File: src/rtl/ldtu_enc_pkg.sv
// Shared encodings for the LiTe-DTU baseline/signal encoder: FSM state codes
// and word-type codes reported alongside each closed word.
package ldtu_enc_pkg;

  localparam int STATE_W = 3;

  typedef enum logic [STATE_W-1:0] {
    ST_IDLE    = 3'd0,
    ST_BAS     = 3'd1,
    ST_BAS_BIS = 3'd2,
    ST_SIG     = 3'd3,
    ST_SIG_BIS = 3'd4
  } enc_state_e;

  localparam logic WT_BAS = 1'b0;
  localparam logic WT_SIG = 1'b1;

endpackage

File: src/rtl/ldtu_sat_counter.sv
// Saturating up-counter with synchronous clear; clear beats a same-cycle increment.
module ldtu_sat_counter #(
  parameter int CNT_W = 16
) (
  input  logic             clk,
  input  logic             rst_n,
  input  logic             inc,
  input  logic             clr,
  output logic [CNT_W-1:0] cnt
);

  logic [CNT_W-1:0] cnt_q, cnt_d;

  always_comb begin
    cnt_d = cnt_q;
    if (clr) begin
      cnt_d = '0;
    end else if (inc && (cnt_q != '1)) begin
      cnt_d = cnt_q + CNT_W'(1);
    end
  end

  always_ff @(posedge clk or negedge rst_n) begin
    if (!rst_n) begin
      cnt_q <= '0;
    end else begin
      cnt_q <= cnt_d;
    end
  end

  assign cnt = cnt_q;

endmodule

File: src/rtl/ldtu_encoder_fsm_param.sv
// LiTe-DTU baseline/signal encoder FSM with parametrised group sizes, word
// completion strobes and saturating per-type word counters.
module ldtu_encoder_fsm_param
  import ldtu_enc_pkg::*;
#(
  parameter int BAS_GROUP = 5,
  parameter int SIG_GROUP = 2,
  parameter int IDX_W     = ($clog2((BAS_GROUP > SIG_GROUP) ? BAS_GROUP : SIG_GROUP) < 1) ? 1 :
                             $clog2((BAS_GROUP > SIG_GROUP) ? BAS_GROUP : SIG_GROUP),
  parameter int CNT_W     = 16
) (
  input  logic               CLK,
  input  logic               reset,
  input  logic               enable,
  input  logic               baseline_flag,
  input  logic               clear_cnt,
  output logic [2:0]         Current_state,
  output logic [IDX_W-1:0]   group_idx,
  output logic               word_done,
  output logic               word_type,
  output logic [IDX_W:0]     word_len,
  output logic [CNT_W-1:0]   bas_word_cnt,
  output logic [CNT_W-1:0]   sig_word_cnt
);

  localparam int LEN_W = IDX_W + 1;
  localparam logic [IDX_W-1:0] BAS_LAST = IDX_W'(BAS_GROUP - 1);
  localparam logic [IDX_W-1:0] SIG_LAST = IDX_W'(SIG_GROUP - 1);

  enc_state_e       state_q, state_d;
  logic [IDX_W-1:0] idx_q, idx_d, idx_inc;
  logic             done_q, done_d;
  logic             type_q, type_d;
  logic [LEN_W-1:0] len_q, len_d;
  logic             bas_inc, sig_inc;

  always_comb begin
    state_d = state_q;
    idx_d   = idx_q;
    done_d  = 1'b0;
    type_d  = type_q;
    len_d   = len_q;
    idx_inc = idx_q + IDX_W'(1);

    case (state_q)
      ST_IDLE: if (enable) begin
        state_d = baseline_flag ? ST_BAS : ST_SIG;
        idx_d   = '0;
      end
      ST_BAS: if (enable) begin
        idx_d = (idx_q == BAS_LAST) ? '0 : idx_inc;
        if (!baseline_flag) begin
          state_d = ST_BAS_BIS;
          if (idx_q != BAS_LAST) begin
            done_d = 1'b1;
            type_d = WT_BAS;
            len_d  = {1'b0, idx_q} + LEN_W'(1);
          end
        end
      end
      ST_BAS_BIS: if (enable) begin
        state_d = baseline_flag ? ST_SIG_BIS : ST_SIG;
        idx_d   = '0;
      end
      ST_SIG: if (enable) begin
        idx_d = (idx_q == SIG_LAST) ? '0 : idx_inc;
        if (baseline_flag) begin
          state_d = ST_SIG_BIS;
          if (idx_q != SIG_LAST) begin
            done_d = 1'b1;
            type_d = WT_SIG;
            len_d  = {1'b0, idx_q} + LEN_W'(1);
          end
        end
      end
      ST_SIG_BIS: if (enable) begin
        state_d = baseline_flag ? ST_BAS : ST_BAS_BIS;
        idx_d   = '0;
      end
      default: begin
        state_d = ST_IDLE;
        idx_d   = '0;
      end
    endcase

    // A full word closes on whichever edge lands a group on its last slot;
    // this also covers every SIG entry when SIG_GROUP is 1.
    if (enable && (((state_d == ST_BAS) && (idx_d == BAS_LAST)) ||
                   ((state_d == ST_SIG) && (idx_d == SIG_LAST)))) begin
      done_d = 1'b1;
      type_d = (state_d == ST_SIG) ? WT_SIG : WT_BAS;
      len_d  = (state_d == ST_SIG) ? LEN_W'(SIG_GROUP) : LEN_W'(BAS_GROUP);
    end

    bas_inc = done_d && (type_d == WT_BAS);
    sig_inc = done_d && (type_d == WT_SIG);
  end

  always_ff @(posedge CLK or negedge reset) begin
    if (!reset) begin
      state_q <= ST_IDLE;
      idx_q   <= '0;
      done_q  <= 1'b0;
      type_q  <= 1'b0;
      len_q   <= '0;
    end else begin
      state_q <= state_d;
      idx_q   <= idx_d;
      done_q  <= done_d;
      type_q  <= type_d;
      len_q   <= len_d;
    end
  end

  ldtu_sat_counter #(.CNT_W(CNT_W)) u_bas_cnt (
    .clk   (CLK),
    .rst_n (reset),
    .inc   (bas_inc),
    .clr   (clear_cnt),
    .cnt   (bas_word_cnt)
  );

  ldtu_sat_counter #(.CNT_W(CNT_W)) u_sig_cnt (
    .clk   (CLK),
    .rst_n (reset),
    .inc   (sig_inc),
    .clr   (clear_cnt),
    .cnt   (sig_word_cnt)
  );

  assign Current_state = state_q;
  assign group_idx     = idx_q;
  assign word_done     = done_q;
  assign word_type     = type_q;
  assign word_len      = len_q;

endmodule
File: config.mk
export PLATFORM = sky130hd
export DESIGN_NAME = ldtu_encoder_fsm_param
export DESIGN_NICKNAME = d
export VERILOG_FILES = /design/src/rtl/ldtu_enc_pkg.sv /design/src/rtl/ldtu_sat_counter.sv /design/src/rtl/ldtu_encoder_fsm_param.sv
export SDC_FILE = /design/constraint.sdc
export NUM_CORES = 1
export LEC_CHECK = 0
export BUFFER_PORTS_ARGS = -buffer_cell sky130_fd_sc_hd__buf_4
export CORE_MARGIN = 1
export CORE_UTILIZATION = 53
export CTS_BUF_LIST = sky130_fd_sc_hd__clkbuf_8 sky130_fd_sc_hd__clkbuf_16
export DETAILED_ROUTE_END_ITERATION = 10
export HOLD_SLACK_MARGIN = 0.1
export PLACE_DENSITY = 0.79
export SLEW_MARGIN = 20
export SYNTH_ARGS = -nofsm -noshare
export SYNTH_HDL_FRONTEND = slang
export SYNTH_HIERARCHICAL = 1
export SYNTH_SLANG_ARGS = --single-unit
export TNS_END_PERCENT = 30
File: constraint.sdc
create_clock -name CLK -period 4.1 [get_ports CLK]
set_clock_uncertainty 0.05 [all_clocks]
set_input_delay 0.41 -clock CLK [delete_from_list [all_inputs] [get_ports CLK]]
set_output_delay 0.41 -clock CLK [all_outputs]
set_load 0.01 [all_outputs]
# Word-level counts from Yosys, hierarchy flattened
# Cells that the tools add are included.
# word_totals
regBits,44
input_bits,5
elab_cells,93
# classes
n_addsub,4
eq_ne,20
n_mux,47
bitwise,1
n_reduce_logical,14
# ops
cell,n
$mux W16,4
$mux W3,14
$add A16 B1 Y16 const B,2
$ne A16 B16 Y1 const B,2
$mux W4,7
$ne A3 B3 Y1 const B,7
$mux W1,15
$pmux W3 S5,1
$eq A3 B1 Y1 const B,4
$eq A3 B2 Y1 const B,3
$eq A3 B3 Y1 const B,3
$pmux W3 S3,1
$pmux W4 S2,1
$logic_and A1 B1 Y1,7
$reduce_and A7 Y1,1
$add A3 B1 Y4 const B,1
$mux W2,2
$pmux W1 S2,2
$reduce_bool A2 Y1,2
$add A3 B1 Y3 const B,1
$logic_not A3 Y1,1
$ne A3 B1 Y1 const B,1
$reduce_bool A3 Y1,1
$reduce_or A3 Y1,1
2 further kinds,2

# Longest topological paths before layout
# depth
depth_word,14
mapped_depth,12
ltp_nobuf,10

# Cells and area by module
# Netlist, hierarchy kept.
# by_module_without_submodules
mod,instances,cells_per_inst,area_each_um2,seq_area_each_um2
ldtu_sat_counter,2,98,942.2,400.4
ldtu_encoder_fsm_param,1,84,792.0,300.3

# Least setup slack after synthesis
# Ideal clock, no wire load.
# synth_path
path_type,flip-flop to flip-flop
from,register idx_q[0] (netlist: group_idx[0])
to,register u_sig_cnt.cnt_q[3] (netlist: u_sig_cnt/cnt[3])
setup_time_ns,0.078
arrival_ns,2.955
path_slack_ns,1.017
stages_incl_launch_ff,12
path_cell_list,dfrtp_1 -> inv_1 -> ha_1 -> and2b_4 -> a221oi_2 -> a221oi_2 -> a21o_2 -> a21oi_1 -> inv_1 -> clkbuf_1 -> or4_2 -> a21oi_1
# synth_via
elab_chain_len,12
word_cells_on_any_way,36
classes_between,add/sub: 1; eq/ne: 6; mux: 22; reduce/logical: 7
# synth_lines
item,line_no,source
"start, declared",ldtu_encoder_fsm_param.sv:31,"logic [IDX_W-1:0] idx_q, idx_d, idx_inc;"
"start signal, assigned",ldtu_encoder_fsm_param.sv:108,idx_q <= idx_d;
"$add A3 B1 Y3, or another cell as far along",ldtu_encoder_fsm_param.sv:43,idx_inc = idx_q + IDX_W'(1);
"$mux W3, on equally long branches","ldtu_encoder_fsm_param.sv:66, ldtu_encoder_fsm_param.sv:51",
"$mux W3, on equally long branches","ldtu_encoder_fsm_param.sv:65, ldtu_encoder_fsm_param.sv:50",
$pmux W3 S3,ldtu_encoder_fsm_param.sv:45,case (state_q)
$eq A3 B3 Y1 or $eq A3 B1 Y1 (tied branches),"ldtu_encoder_fsm_param.sv:88, ldtu_encoder_fsm_param.sv:89",
"$logic_and A1 B1 Y1, on equally long branches","ldtu_encoder_fsm_param.sv:88, ldtu_encoder_fsm_param.sv:89",
$logic_or A1 B1 Y1,ldtu_encoder_fsm_param.sv:88,if (enable && (((state_d == ST_BAS) && (idx_d == BAS_LAST)) ||
$logic_and A1 B1 Y1,ldtu_encoder_fsm_param.sv:88,
$mux W1,ldtu_encoder_fsm_param.sv:88,
$logic_and A1 B1 Y1 *,ldtu_encoder_fsm_param.sv:96,sig_inc = done_d && (type_d == WT_SIG);
named net sig_inc,ldtu_encoder_fsm_param.sv:35,"logic bas_inc, sig_inc;"
$logic_and A1 B1 Y1 *,ldtu_sat_counter.sv:18,end else if (inc && (cnt_q != '1)) begin
$reduce_bool A2 Y1 (no line) *,-,
"end signal, assigned",ldtu_sat_counter.sv:27,cnt_q <= cnt_d;
"end, declared",ldtu_sat_counter.sv:12,"logic [CNT_W-1:0] cnt_q, cnt_d;"
# The timed path passes the listed nets; every way through them passes the cells marked *.
# A chain may end at the register's enable or synchronous reset.

# Final worst setup path
# layout_path
from,register idx_q[0] (netlist: group_idx[0])
to,register u_bas_cnt.cnt_q[9] (netlist: u_bas_cnt/cnt[9])
# layout_via
elab_chain_len,13
word_cells_on_any_way,37
classes_between,add/sub: 1; eq/ne: 6; mux: 22; bitwise: 1; reduce/logical: 7
# layout_lines
item,line_no,source
"$add A3 B1 Y3, or another cell as far along",ldtu_encoder_fsm_param.sv:43,
"$mux W3, on equally long branches","ldtu_encoder_fsm_param.sv:66, ldtu_encoder_fsm_param.sv:51",
"$mux W3, on equally long branches","ldtu_encoder_fsm_param.sv:65, ldtu_encoder_fsm_param.sv:50",
$pmux W3 S3,ldtu_encoder_fsm_param.sv:45,
$eq A3 B3 Y1 or $eq A3 B1 Y1 (tied branches),"ldtu_encoder_fsm_param.sv:88, ldtu_encoder_fsm_param.sv:89",
"$logic_and A1 B1 Y1, on equally long branches","ldtu_encoder_fsm_param.sv:88, ldtu_encoder_fsm_param.sv:89",
$logic_or A1 B1 Y1,ldtu_encoder_fsm_param.sv:88,
$logic_and A1 B1 Y1,ldtu_encoder_fsm_param.sv:88,
$mux W1,ldtu_encoder_fsm_param.sv:88,
$not A1 Y1,ldtu_encoder_fsm_param.sv:95,bas_inc = done_d && (type_d == WT_BAS);
$logic_and A1 B1 Y1 *,ldtu_encoder_fsm_param.sv:95,
named net bas_inc,ldtu_encoder_fsm_param.sv:35,
$logic_and A1 B1 Y1 *,ldtu_sat_counter.sv:18,
$reduce_bool A2 Y1 (no line) *,-,
"end signal, assigned",ldtu_sat_counter.sv:27,
"end, declared",ldtu_sat_counter.sv:12,
# Marks and branches as above.

==> impl_metrics.toml <==
[clock_network]
path_clk_slew_ns = 0.08
h-tree-depth = 2
root_buffer = "clkbuf_8"
cts_buffer_depth = 2
clock_latency_ns = 0.30
cts.sinks = 44
cts_made_buffers = 5
cts_tree = "done"

[setup_path]
slowest_delay_ns = 0.48
critPathTopFamily = "compound AO/OA/AOI/OAI gates"
r2r-start = "group_idx[0]$_DFF_PN0_"
cp.arrival_ns = 3.55
cp_num_buf_inv = 2
worstPathCellList = "inv_1, ha_1, and2b_4, a221oi_2, a221oi_2, o21ai_0, inv_1, nor4_1, mux2_1"
crit_start = "group_idx[0]$_DFF_PN0_"
crit_path_start_kind = "flip-flop"
critPathRequiredTime_ns = 4.24
crit_slowest_cell = "nor4_1"
worstSetupPathType = "flip-flop to flip-flop"
cp_max_fo = 22
endpoint_kind = "flip-flop"

[power]
p_leak_uw = 0.00141
finalPower_uw = 1130
ir_drop_uv = 344
p_per_area_mw_per_mm2 = 358

[timing]
tightestPinTransition_ns = 0.880
fin_crit_ns = 3.42
min_period_over_period_pct = 83.4
hold_viol_final = 0
final.setup.tns_ns = 0
maxSlewHeadroom_pct = 40.9
setup_viol_count_final = 0
rsz0062_at_grt = "no"
drv_slew = 0
max_freq_mhz = 293
holdWs_ns = 0.402

[route]
drt_pass1_iterations = 4
ant_nets = 0
vias = 2425
drc = 0
wirelength_um = 6170
drt-initial-drc-count = 175
wl_per_cell_um = 15.8
routed_via_density = 6.20

[cells_and_area]
syn_to_final_growth_pct = 18.2
final_nets = 333
antenna_cells = 0
mostFrequentLayoutCells = "48 x buf_4, 44 x dfrtp_1, 27 x a21oi_1, 19 x nor2_1, 17 x nand2_1"
drive_gt1_share_pct = 25.6
utilization_pct = 66.1
layout.cells.most_common = "buf_4"

[place]
dpl.hpwl_um = 4120
numPortBuffers = 48
place.gp.congestion = 0.924

[global_route]
antenna_found_initial = 0
grt_use_total_pct = 25.2
grt_overflow_total = 0
grt_pass1_wl_um = 10500
grt_max_degree = 45
grt_pass1_vias = 2144

[die]
die_w_um = 73.1
io_pins = 49
dieArea_mm2 = 0.00534
die_h_um = 73.1
core_mm2 = 0.00479
core.rowCount = 25
start_util_pct = 55.9

[synthesis]
ys_top_cells_by_area = "dfrtp_1 41%, a21oi_1 5.0%, o31ai_1 4.2%, mux2_1 3.4%, or4_1 3.1%"
syn_inst = 280
synth-adder-area-share_pct = 2.34
synth_mux_area_share_pct = 5.05
synth_area_leader_cell = "dfrtp_1"
synth_xor_area_share_pct = 0.327
seq_area_frac_synth_pct = 41.1
synth_top_family_by_area = "simple AND/OR/NAND/NOR gates"
netlist.area_leader.share_pct = 41.1
synth_compound_area_share_pct = 17.3
syn_area_per_cell_um2 = 9.56
synth_async_sr_flop_share_pct = 100
synth_edf_count = 0
ys.flop_type = "dfrtp_1"
syn_nets = 290
synth_cell_types = 48
synth-simple-area-share_pct = 29.7
synth.cell_area_mm2 = 0.00268
yosys_warnings = 6
synth-seq-cells = 44

[run_status]
outcome = "finished, final reports clean"

[min_path]
min_from = "baseline_flag"
min_path_type = "input pin to flip-flop"

[flow_run]
max-cap-violations = 0
flip-flops by register name, summed over array words and instances, names as in the netlist:
name,count
u_bas_cnt/cnt,16
u_sig_cnt/cnt,16
word_len,4
Current_state,3
group_idx,3
word_done,1
word_type,1
cells by family after synthesis:
group,Yosys count
muxes,12
and+or+nand+nor,126
xor gates and xnor gates,1
DFF,44
buffers and inverters,23
adders and majority gates,5
AOI/OAI and AO/OA,69
power breakdown:
part           switching [µW]  internal (µW)
sequential               46.4            471
combinational             161            127
clock                     151            179
routing by layer:
metal  GRT usage (%)  vias up  part of all wire [%]
li1                -     1151                     -
met1            36.4     1201                    46
met2            38.9       64                    49
met3            4.01        9                   4.2
met4            7.19        0                   1.2
met5               0        -                     0
synth_stat cells (2+ instances only):
cell type  number
mux2i_1         3
buf_6           3
or3_2           2
ha_1            5
nand3_1         8
nor4_4          2
inv_1          10
dfrtp_1        44
nor2_1         19
o31ai_1        15
a221oi_2        2
nor3_1          6
and3_1          6
clkbuf_1        8
nor4_1          8
a21oi_1        27
nand3b_1        2
o211ai_2        3
buf_2           2
and4_2          4
o21ai_1         6
nor2b_1        10
nand4_2         2
or3_1           4
a211oi_2        2
mux2_1          8
or4_2           4
or4_1          11
o21ai_0         7
nand2_1        17
nand4_1        13
path summary, 6_finish.rpt:
kind	to	slack, ns	cells after the start
setup / recovery	u_bas_cnt/cnt[9]$_DFFE_PN0P_	0.68	9
hold / removal	Current_state[1]$_DFF_PN0_	0.40	4
setup reg to reg	u_bas_cnt/cnt[9]$_DFFE_PN0P_	0.68	9
hold reg to reg	word_len[2]$_DFFE_PN0P_	0.48	1
max in group asynchronous	group_idx[0]$_DFF_PN0_	3.02	2
min in group asynchronous	u_bas_cnt/cnt[6]$_DFFE_PN0P_	0.59	2
area by class of cell:
cell class,instances,area [µm²]
Timing Repair Buffer,49,370
Fill cell,394,1620
Inverter,10,37.5
Tap cell,67,83.8
Sequential cell,44,1100
Clock inverter,3,38.8
Multi-Input combinational cell,213,1460
Clock buffer,5,68.8
metrics by stage:
step / instance area (µm²) / instances / setup slack (ns)
finish: 3160 / 391 / 0.682
global route: 3160 / 391 / 0.447
CTS: 3160 / 391 / 0.698
detailed placement: 3050 / 382 / 0.702
global placement: 3050 / 382 / 0.846
floorplan: 2680 / 280 / 1.02
tightest hold or removal path, delay by kind of cell:
kind	cells	cell delay, ns
buffers and inverters	1	0.12
and+or+nand+nor	2	0.11
AOI/OAI and AO/OA	1	0.07
repair_timing:
action	in CTS	in global routing
hold buffers	1	0
hold endpoints to repair	44	0
buffers inserted	0	0
gates resized for setup	0	0
No activity file was read; power rests on OpenSTA's default activity.
